**config.mk**
```make
export PLATFORM = sky130hd
export DESIGN_NAME = wait_ram_flat
export DESIGN_NICKNAME = d
export VERILOG_FILES = /design/src/rtl/wait_ram_pkg.sv /design/src/rtl/wait_ram_if.sv /design/src/rtl/wait_ram_array.sv /design/src/rtl/wait_ram.sv /design/src/flat_wrapper.sv
export SDC_FILE = /design/constraint.sdc
export NUM_CORES = 2
export LEC_CHECK = 0
export ABC_AREA = 1
export BUFFER_PORTS_ARGS = -buffer_cell sky130_fd_sc_hd__buf_2
export CORE_ASPECT_RATIO = 0.8
export CORE_MARGIN = 1.5
export CORE_UTILIZATION = 29
export DETAILED_ROUTE_END_ITERATION = 8
export PLACE_DENSITY = 0.49
export SYNTH_ARGS = -nofsm -noshare
export SYNTH_HDL_FRONTEND = slang
export SYNTH_SLANG_ARGS = --single-unit
```
**constraint.sdc**
```tcl
create_clock -name clk -period 23.9 [get_ports clk]
set_input_delay 3.585 -clock clk [delete_from_list [all_inputs] [get_ports clk]]
set_output_delay 3.585 -clock clk [all_outputs]
set_load 0.01 [all_outputs]
```
**src/rtl/wait_ram_pkg.sv**
```systemverilog
// Shared types and constants for the wait-state RAM: FSM states,
// response-type encoding and the counter load helper.
// Optional feature macro: WAIT_RAM_PARITY_EN (per-byte even parity).
package wait_ram_pkg;

    localparam int WAIT_STATES_MAX = 15;

    typedef enum logic [1:0] {
        IDLE = 2'd0,
        WAIT = 2'd1,
        RESP = 2'd2
    } state_e;

    typedef enum logic [1:0] {
        RSP_READ  = 2'd0,
        RSP_WRITE = 2'd1,
        RSP_ERR   = 2'd2
    } rsp_e;

    // Value loaded into the 4-bit down-counter when a request is accepted.
    function automatic logic [3:0] wait_load(int n);
        if (n <= 0) begin
            return 4'd0;
        end
        if (n > WAIT_STATES_MAX) begin
            return 4'(WAIT_STATES_MAX - 1);
        end
        return 4'(n - 1);
    endfunction

    // A simultaneous read and write is a conflict and answers with an error.
    function automatic rsp_e decode_req(logic rd, logic wr);
        if (rd && wr) begin
            return RSP_ERR;
        end
        if (wr) begin
            return RSP_WRITE;
        end
        return RSP_READ;
    endfunction

endpackage

```
**src/rtl/wait_ram_if.sv**
```systemverilog
// Request/response bus between a requester (master) and wait_ram (slave).
interface wait_ram_if #(
    parameter int DATA_W = 8,
    parameter int ADDR_W = 8
) ();
    logic                  read;
    logic                  write;
    logic [ADDR_W-1:0]     addr;
    logic [DATA_W-1:0]     writedata;
    logic [DATA_W/8-1:0]   byteen;
    logic                  ready;
    logic [DATA_W-1:0]     readdata;
    logic                  err;

    modport master (
        output read, write, addr, writedata, byteen,
        input  ready, readdata, err
    );

    modport slave (
        input  read, write, addr, writedata, byteen,
        output ready, readdata, err
    );
endinterface

```
**src/rtl/wait_ram_array.sv**
```systemverilog
// Byte-lane storage for wait_ram: single port, synchronous byte-enabled
// write, asynchronous read. Contents are never reset.
// With WAIT_RAM_PARITY_EN defined, each byte carries an even-parity bit
// that is computed on write and checked on the asynchronous read path.
module wait_ram_array #(
    parameter int DATA_W = 8,
    parameter int ADDR_W = 8
) (
    input  logic                  clk,
    input  logic                  we,
    input  logic [ADDR_W-1:0]     addr,
    input  logic [DATA_W-1:0]     wdata,
    input  logic [DATA_W/8-1:0]   byteen,
    output logic [DATA_W-1:0]     rdata,
    output logic                  par_err
);
    localparam int LANES = DATA_W / 8;
    localparam int DEPTH = 1 << ADDR_W;

`ifdef WAIT_RAM_PARITY_EN
    logic [LANES-1:0] lane_err;
`endif

    genvar gi;
    generate
        for (gi = 0; gi < LANES; gi++) begin : g_lane
            logic [7:0] mem [DEPTH];

            // Commit this byte only when its enable is set.
            always_ff @(posedge clk) begin
                if (we && byteen[gi]) begin
                    mem[addr] <= wdata[gi*8 +: 8];
                end
            end

            assign rdata[gi*8 +: 8] = mem[addr];

`ifdef WAIT_RAM_PARITY_EN
            logic par_mem [DEPTH];

            // Parity bit travels with its byte: same enable, same edge.
            always_ff @(posedge clk) begin
                if (we && byteen[gi]) begin
                    par_mem[addr] <= ^wdata[gi*8 +: 8];
                end
            end

            assign lane_err[gi] = (^mem[addr]) != par_mem[addr];
`endif
        end
    endgenerate

`ifdef WAIT_RAM_PARITY_EN
    assign par_err = |lane_err;
`else
    assign par_err = 1'b0;
`endif

endmodule

```
**src/rtl/wait_ram.sv**
```systemverilog
// Wait-state RAM: answers each request with a one-cycle ready strobe
// WAIT_STATES cycles after acceptance (same cycle when WAIT_STATES = 0).
// Optional feature macro: WAIT_RAM_PARITY_EN (parity errors reported on err).
module wait_ram
    import wait_ram_pkg::*;
#(
    parameter int DATA_W      = 8,
    parameter int ADDR_W      = 8,
    parameter int WAIT_STATES = 0
) (
    input  logic      clk,
    input  logic      reset,
    wait_ram_if.slave bus
);
    localparam int         BE_W      = DATA_W / 8;
    localparam bit         ZERO_WAIT = (WAIT_STATES == 0);
    localparam logic [3:0] CNT_LOAD  = wait_load(WAIT_STATES);

    state_e              state_q, state_d;
    logic [3:0]          cnt_q, cnt_d;
    logic [ADDR_W-1:0]   addr_q, addr_d;
    logic [DATA_W-1:0]   wdata_q, wdata_d;
    logic [BE_W-1:0]     be_q, be_d;
    rsp_e                rtype_q, rtype_d;

    logic                ready;
    rsp_e                rsp_type;
    logic                mem_we;
    logic [ADDR_W-1:0]   mem_addr;
    logic [DATA_W-1:0]   mem_wdata;
    logic [BE_W-1:0]     mem_be;
    logic [DATA_W-1:0]   mem_rdata;
    logic                mem_par_err;

    // Next-state, request latching and response selection.
    always_comb begin
        state_d   = state_q;
        cnt_d     = cnt_q;
        addr_d    = addr_q;
        wdata_d   = wdata_q;
        be_d      = be_q;
        rtype_d   = rtype_q;
        ready     = 1'b0;
        rsp_type  = rtype_q;
        mem_addr  = addr_q;
        mem_wdata = wdata_q;
        mem_be    = be_q;

        case (state_q)
            IDLE: begin
                if (bus.read || bus.write) begin
                    if (ZERO_WAIT) begin
                        // Zero-wait: answer straight from the live bus.
                        ready     = 1'b1;
                        rsp_type  = decode_req(bus.read, bus.write);
                        mem_addr  = bus.addr;
                        mem_wdata = bus.writedata;
                        mem_be    = bus.byteen;
                    end else begin
                        addr_d  = bus.addr;
                        wdata_d = bus.writedata;
                        be_d    = bus.byteen;
                        rtype_d = decode_req(bus.read, bus.write);
                        cnt_d   = CNT_LOAD;
                        state_d = (WAIT_STATES == 1) ? RESP : WAIT;
                    end
                end
            end
            WAIT: begin
                cnt_d = cnt_q - 4'd1;
                if (cnt_q == 4'd1) begin
                    state_d = RESP;
                end
            end
            RESP: begin
                ready   = 1'b1;
                state_d = IDLE;
            end
            default: begin
                state_d = IDLE;
            end
        endcase

        // Reset aborts any response, including its memory write.
        if (reset) begin
            ready = 1'b0;
        end
    end

    assign mem_we = ready && (rsp_type == RSP_WRITE);

    assign bus.ready    = ready;
    assign bus.readdata = (ready && rsp_type == RSP_READ) ? mem_rdata : '0;
    assign bus.err      = ready && ((rsp_type == RSP_ERR) ||
                                    (rsp_type == RSP_READ && mem_par_err));

    // State register and latched request.
    always_ff @(posedge clk) begin
        if (reset) begin
            state_q <= IDLE;
            cnt_q   <= 4'd0;
            addr_q  <= '0;
            wdata_q <= '0;
            be_q    <= '0;
            rtype_q <= RSP_READ;
        end else begin
            state_q <= state_d;
            cnt_q   <= cnt_d;
            addr_q  <= addr_d;
            wdata_q <= wdata_d;
            be_q    <= be_d;
            rtype_q <= rtype_d;
        end
    end

    wait_ram_array #(
        .DATA_W (DATA_W),
        .ADDR_W (ADDR_W)
    ) u_array (
        .clk     (clk),
        .we      (mem_we),
        .addr    (mem_addr),
        .wdata   (mem_wdata),
        .byteen  (mem_be),
        .rdata   (mem_rdata),
        .par_err (mem_par_err)
    );

endmodule

```
**src/flat_wrapper.sv**
```systemverilog
// flat-port wrapper written by rule: the top's interface ports become plain ports
module wait_ram_flat import wait_ram_pkg::*;
#(
    parameter int DATA_W      = 8,
    parameter int ADDR_W      = 8,
    parameter int WAIT_STATES = 0
)
  (clk, reset, bus_read, bus_write, bus_addr, bus_writedata, bus_byteen, bus_ready, bus_readdata, bus_err);
  wait_ram_if #(.DATA_W(DATA_W), .ADDR_W(ADDR_W)) bus_i ();
  input  logic clk;
  input  logic reset;
  input wire logic [$bits(bus_i.read)-1:0] bus_read;
  input wire logic [$bits(bus_i.write)-1:0] bus_write;
  input wire logic [$bits(bus_i.addr)-1:0] bus_addr;
  input wire logic [$bits(bus_i.writedata)-1:0] bus_writedata;
  input wire logic [$bits(bus_i.byteen)-1:0] bus_byteen;
  output wire logic [$bits(bus_i.ready)-1:0] bus_ready;
  output wire logic [$bits(bus_i.readdata)-1:0] bus_readdata;
  output wire logic [$bits(bus_i.err)-1:0] bus_err;
  assign bus_i.read = bus_read;
  assign bus_i.write = bus_write;
  assign bus_i.addr = bus_addr;
  assign bus_i.writedata = bus_writedata;
  assign bus_i.byteen = bus_byteen;
  assign bus_ready = bus_i.ready;
  assign bus_readdata = bus_i.readdata;
  assign bus_err = bus_i.err;
  wait_ram #(.DATA_W(DATA_W), .ADDR_W(ADDR_W), .WAIT_STATES(WAIT_STATES)) u_core (.clk(clk), .reset(reset), .bus(bus_i));
endmodule
```
# --- After elaboration in Yosys (flattened, before gate mapping) ---
# Memories as Yosys holds them, arrays and structs flattened.
# Index checks and enable logic that the tools add are counted.
totals:
  word_cells: 47
  input_bits: 21
  output_inout_bits: 10
  mem_count: 1
  regBits: 6
  mem_bits_rw: 2048
mem_list:
  columns: ["name", "words", "word_bits", "read_ports", "rd_ports_with_merged_regs", "wr", "line_no", "source"]
  rows:
  - ["u_core.u_array.g_lane[0].mem", 256, 8, 1, 0, 1, "wait_ram_array.sv:27", "logic [7:0] mem [DEPTH];"]
op_classes:
  n_addsub: 1
  bitwise_logic: 1
  n_reduce_logical: 9
  mux: 27
  eq_ne: 6
ops:
  columns: ["op", "count"]
  rows:
  - ["8-bit 2-to-1 mux", 5]
  - ["2-bit 2-to-1 mux", 7]
  - ["1-bit 2-to-1 mux", 13]
  - ["1-bit logical AND", 5]
  - ["2-bit by 1-bit equality test with 1-bit output (second input constant)", 2]
  - ["2-bit equality test (second input constant)", 2]
  - ["4-bit by 1-bit equality test with 1-bit output (second input constant)", 1]
  - ["2-bit zero test", 2]
  - ["2-bit case mux with 2 select lines", 1]
  - ["4-bit by 1-bit subtractor with 4-bit output (second input constant)", 1]
  - ["2-bit by 1-bit != test with 1-bit output (second input constant)", 1]
  - ["1-bit case mux with 2 select lines", 1]
  - ["2-bit AND reduction", 1]
  - ["1-bit logical OR", 1]
  - ["1-bit NOT", 1]

# --- Logic depth before layout (Yosys ltp) ---
logic_depth:
  ltp_word: 16
  mapped_depth: 18
  ltp_nobuf: 17

# --- Modules after synthesis ---
# From an unflattened synthesis, not the netlist that was laid out.
hier_totals:
  cells_unflattened: 7852
  area_unflattened_um2: 84745.0
by_module_without_submodules:
  columns: ["module", "cells_per_inst", "area_each_um2", "instances", "seq_area_each_um2"]
  rows:
  - ["wait_ram_array", 7792, 84506.0, 1, 61499.0]
  - ["wait_ram", 60, 239.0, 1, 0.0]

# --- Worst setup path before layout ---
# No wires, ideal clock.
synth_timing:
  path_type: "input port to flip-flop"
  from: "in bus_read"
  to: "mem u_core.u_array.g_lane[0].mem[0][0], data pin"
  path_buffers: 1
  t_arrival_ps: 9718
  setup_ps: 1388
  setup_slack_ps: 12793
  cell_stages: 3
  required_time_ps: 22512
  path_cell_list: "nor2_4 buf_2 nor2_1"
synth_between:
  elab_chain_cells: 3
synth_rtl:
  columns: ["element", "line_no", "source"]
  rows:
  - ["start, declared", "flat_wrapper.sv:12", "input wire logic [$bits(bus_i.read)-1:0] bus_read;"]
  - ["1-bit logical OR", "wait_ram.sv:51", "if (bus.read || bus.write) begin"]
  - ["8-bit 2-to-1 mux", "wait_ram.sv:51", null]
  - ["8-bit 2-to-1 mux", "wait_ram.sv:49", "case (state_q)"]
  - ["via u_core.mem_wdata[0]", "wait_ram.sv:30", "logic [DATA_W-1:0] mem_wdata;"]
  - ["end, declared", "wait_ram_array.sv:27", null]
# The timed path passes the listed nets, and every way through them passes these cells.

# --- Final worst setup path ---
layout_timing:
  from: "in bus_addr[0]"
  to: "out bus_readdata[5]"
layout_between:
  elab_chain_cells: 4
layout_rtl:
  columns: ["element", "line_no", "source"]
  rows:
  - ["start, declared", "flat_wrapper.sv:14", "input wire logic [$bits(bus_i.addr)-1:0] bus_addr;"]
  - ["8-bit 2-to-1 mux", "wait_ram.sv:51", null]
  - ["8-bit 2-to-1 mux", "wait_ram.sv:49", null]
  - ["memory 256 x 8 bit", null, null]
  - ["8-bit 2-to-1 mux", "wait_ram.sv:93", "assign bus.readdata = (ready && rsp_type == RSP_READ) ? mem_rdata : '0;"]
  - ["end, declared", "flat_wrapper.sv:18", "output wire logic [$bits(bus_i.readdata)-1:0] bus_readdata;"]
# No other way between the ends.

==> results.txt <==
----------------------------------------------------
[Pwr]
  Internal Pwr Total ... 5.84 mW
  Portion of total power attributed to sequential cells ... 0.520
  Power share of the clock group ... 0.418
  Switching fraction of total power ... 0.234
  Maximum resistive drop on vdd ... 58.8 uV
  Power density over cell area ... 81.1 mW/mm^2
  Net switching power ... roughly 1.8 mW
  Sum of internal, switching and leakage power ... approximately 7.6 mW
  Leakage power of the design ... around 34 nW
  Combinational share of power ... 0.062

[Global route]
  Wire length of the first global-routing pass ... roughly 390,000 um
  Overall fraction of global-route tracks in use ... 0.186
  Number of global-route vias before repair ... between 50,000 and 60,000
  Global route total overflow ... 0
  Maximum number of pins on one net before global-route repair ... between 200 and 250
  Number of antenna violations at the first check in global routing ... 15

[Clocking]
  Number of sinks handled by clock tree synthesis ... 2,048
  CTS tree ... built
  Buffer type at the clock tree root ... clkbuf_16
  Number of buffers inserted for hold repair after clock tree synthesis ... 0
  Buffer levels on the longest clock path ... 4
  Clk slew on worst S/H paths ... roughly 0.06 ns
  Total CTS buffers ... 204
  Number of buffers inserted to repair setup after CTS ... 0
  Quantity of gates resized following cts ... 0
  H-tree levels ... 4

[Hold path]
  Hold-critical path depth ... 3
  Min-Delay Startpoint ... bus_writedata[3]
  Worst hold path class ... input pin to register
  Hold Path End ... u_core.u_array.g_lane[0].mem[199][3]$_DFFE_PP_

[STA]
  Setup WS post-layout ... 10.63 ns
  Slew headroom ... 0.146
  Final period util ... 0.555
  Setup repair after global routing missed its margin ... false
  Worst Tran Pin Value ... approximately 1.3 ns
  Setup-failing EPs final ... 0
  Final hold viol count ... 0
  Max Slew Vio Count ... 0
  Minimum hold slack ... 3.23 ns
  Post-route setup TNS ... 0 ns
  Max Clk Rate ... 75.4 MHz
  Final worst path period need ... between 10 and 15 ns

[Cells and area]
  Fraction of layout instances using a drive strength above 1 ... 0.0624
  Commonest non-fill, non-tap cell in the layout ... edfxtp_1
  Number of fillers in the final layout ... around 29,000
  Largest registers ... u_core.u_array.g_lane.mem (2048)
  Register with the most flip-flops ... u_core.u_array.g_lane.mem
  Post-route cell area ... roughly 0.094 sq mm
  Area growth from synthesis to final layout ... 13.2%
  Final #Nets ... 7,419
  Number of flip-flops in the largest register ... between 2,000 and 2,500
  Highest-count cells in the layout ignoring fill and taps ... edfxtp_1, nor2_1, nand2_1

[Critical path]
  Required time worst endpoint ... roughly 20 ns
  Arrival time at the worst endpoint ... slightly below 10 ns
  Critical path class ... input pin to output port
  Worst setup EP type ... output port
  Crit Path Max Fanout ... 91
  Element type at the critical path start ... input pin

[Placement]
  Gp weighted congestion ... about 0.84
  Detailed Place HPWL ... between 150,000 and 200,000 um
  Number of port buffers ... 30
  Post-Place Cell Area ... roughly 0.088 sq mm
  Pre-CTS setup slack ... 10.91 ns

[Floorplanning]
  Core Box Area ... approximately 0.28 sq mm
  Die Wd ... roughly 600 um
  Full die area ... slightly below 0.3 sq mm
  Count of boundary I/O pins ... 31
  Effective utilization at floorplan ... 0.292
  # rows ... around 180
  Vertical die dimension ... a little under 500 um

[Logic synthesis]
  Sequential-to-total area share from yosys stat ... 0.740
  Syn_area_per_cell ... 11.2 sq um
  Synthesized netlist cell count ... roughly 7,400
  Net count after synthesis ... roughly 7,400
  Post-synth cell types ... 28
  Warnings from Yosys ... 0
  Post-synthesis sequential element count ... 2,048
  Area of the mapped netlist ... 0.0831 sq mm
  Asr flop ratio synth ... 0
  Main synth FF type ... edfxtp_1
  Number of flops mapped to enable cells by yosys ... ~2,000

[Drt]
  Vias per std cell ... ~4.8
  Post-detailed-routing wire length ... 276,000 um
  Initial drt markers ... roughly 6,500
  Final ANT Viol Nets ... 0
  Total number of vias ... between 50,000 and 60,000
  Routed length per instance ... ~24 um
  DR DRC count ... 0
  Length of the first detailed-routing pass in iterations ... 6

[Flow run]
  Max capacitance violation total ... 0

[Status]
  Run status ... complete, no violations

----------------------------------------------------
-- per-layer routing --
| metal | track usage | vias up | part of all wire |
|---|---|---|---|
| li1 | - | 24536 | - |
| met1 | 0.274 | 27175 | 0.45 |
| met2 | 0.285 | 2312 | 0.44 |
| met3 | 0.0325 | 334 | 0.086 |
| met4 | 0.0382 | 2 | 0.020 |
| met5 | 0 | - | 0.000047 |
-- logic make-up after synthesis --
family	after synthesis	synth area share
DFF	2048	0.740
buffers and inverters	896	0.0434
and+or+nand+nor	3911	0.181
AOI/OAI and AO/OA	537	0.0350
-- synthesized netlist by cell type (9+ instances only) --
library cell  instances  area share
nor3_1               10     0.00060
inv_2                14     0.00063
nor2_1             1910       0.086
nand3b_1             26      0.0023
and2_1                9     0.00068
o22ai_1             166       0.013
nand2_1            1816       0.082
buf_1                21     0.00095
nand4_1              15      0.0011
clkbuf_1            143      0.0065
buf_4                12      0.0011
o21ai_0             323       0.019
nand3_1             102      0.0061
edfxtp_1           2048        0.74
a21oi_1              13     0.00078
buf_2               156      0.0094
o21ai_1              31      0.0019
inv_1               549       0.025
-- through the flow --
stage | utilization | std cells
3_5_place_dp | 0.308 | 10997
5_1_grt | 0.330 | 11358
3_3_place_gp | 0.308 | 10997
6_report | 0.330 | 11360
4_1_cts | 0.330 | 11358
2_1_floorplan | - | 7392
-- worst max-delay path by stage --
stage | from | endpoint | slack [ns]
global placement | bus_addr[0] | bus_readdata[5] | 10.94
global route | bus_read | bus_readdata[4] | 10.54
detailed placement | bus_read | bus_readdata[5] | 10.91
floorplan | bus_read | u_core.u_array.g_lane[0].mem[0][0]$_DFFE_PP_ | 12.79
CTS | bus_read | bus_readdata[5] | 10.90
finish | bus_addr[0] | bus_readdata[5] | 10.63
-- power by group through the flow --
stage / clock, mW / combinational (mW) / sequential, mW
floorplan: 0 / 0.237 / 4.07
global placement: 0 / 0.470 / 4.04
detailed placement: 0 / 0.470 / 4.04
CTS: 3.23 / 0.472 / 3.97
global route: 3.35 / 0.504 / 3.97
finish: 3.19 / 0.474 / 3.97
-- final cells by class --
type / count / area, sq um / area share
Sequential cell: 2048 / 61500 / 0.654
Multi-Input combinational cell: 4448 / 18200 / 0.193
Inverter: 564 / 2140 / 0.0227
Timing Repair Buffer: 132 / 1090 / 0.0116
Clock inverter: 115 / 1050 / 0.0111
Antenna cell: 2 / 5.00 / 0.0000532
Clock buffer: 246 / 5330 / 0.0566
Tap cell: 3805 / 4760 / 0.0506
-- critical path, cell delays in order --
cell and delay, ns:
buf_2 0.10, buf_4 0.21, inv_2 0.07, buf_4 0.33
nor2_4 0.09, nand2_4 0.46, buf_4 0.61, buf_12 0.54
buf_4 0.62, nor2_1 0.08, nor2_1 0.10, nand2_1 0.06
nand2_1 0.19, nand2_1 0.08, o21ai_0 0.62, nand4_1 0.41
nand2_1 0.30, nand2_1 0.19, nor2_1 0.53, buf_2 0.25
(Power assumes the default switching activity.)
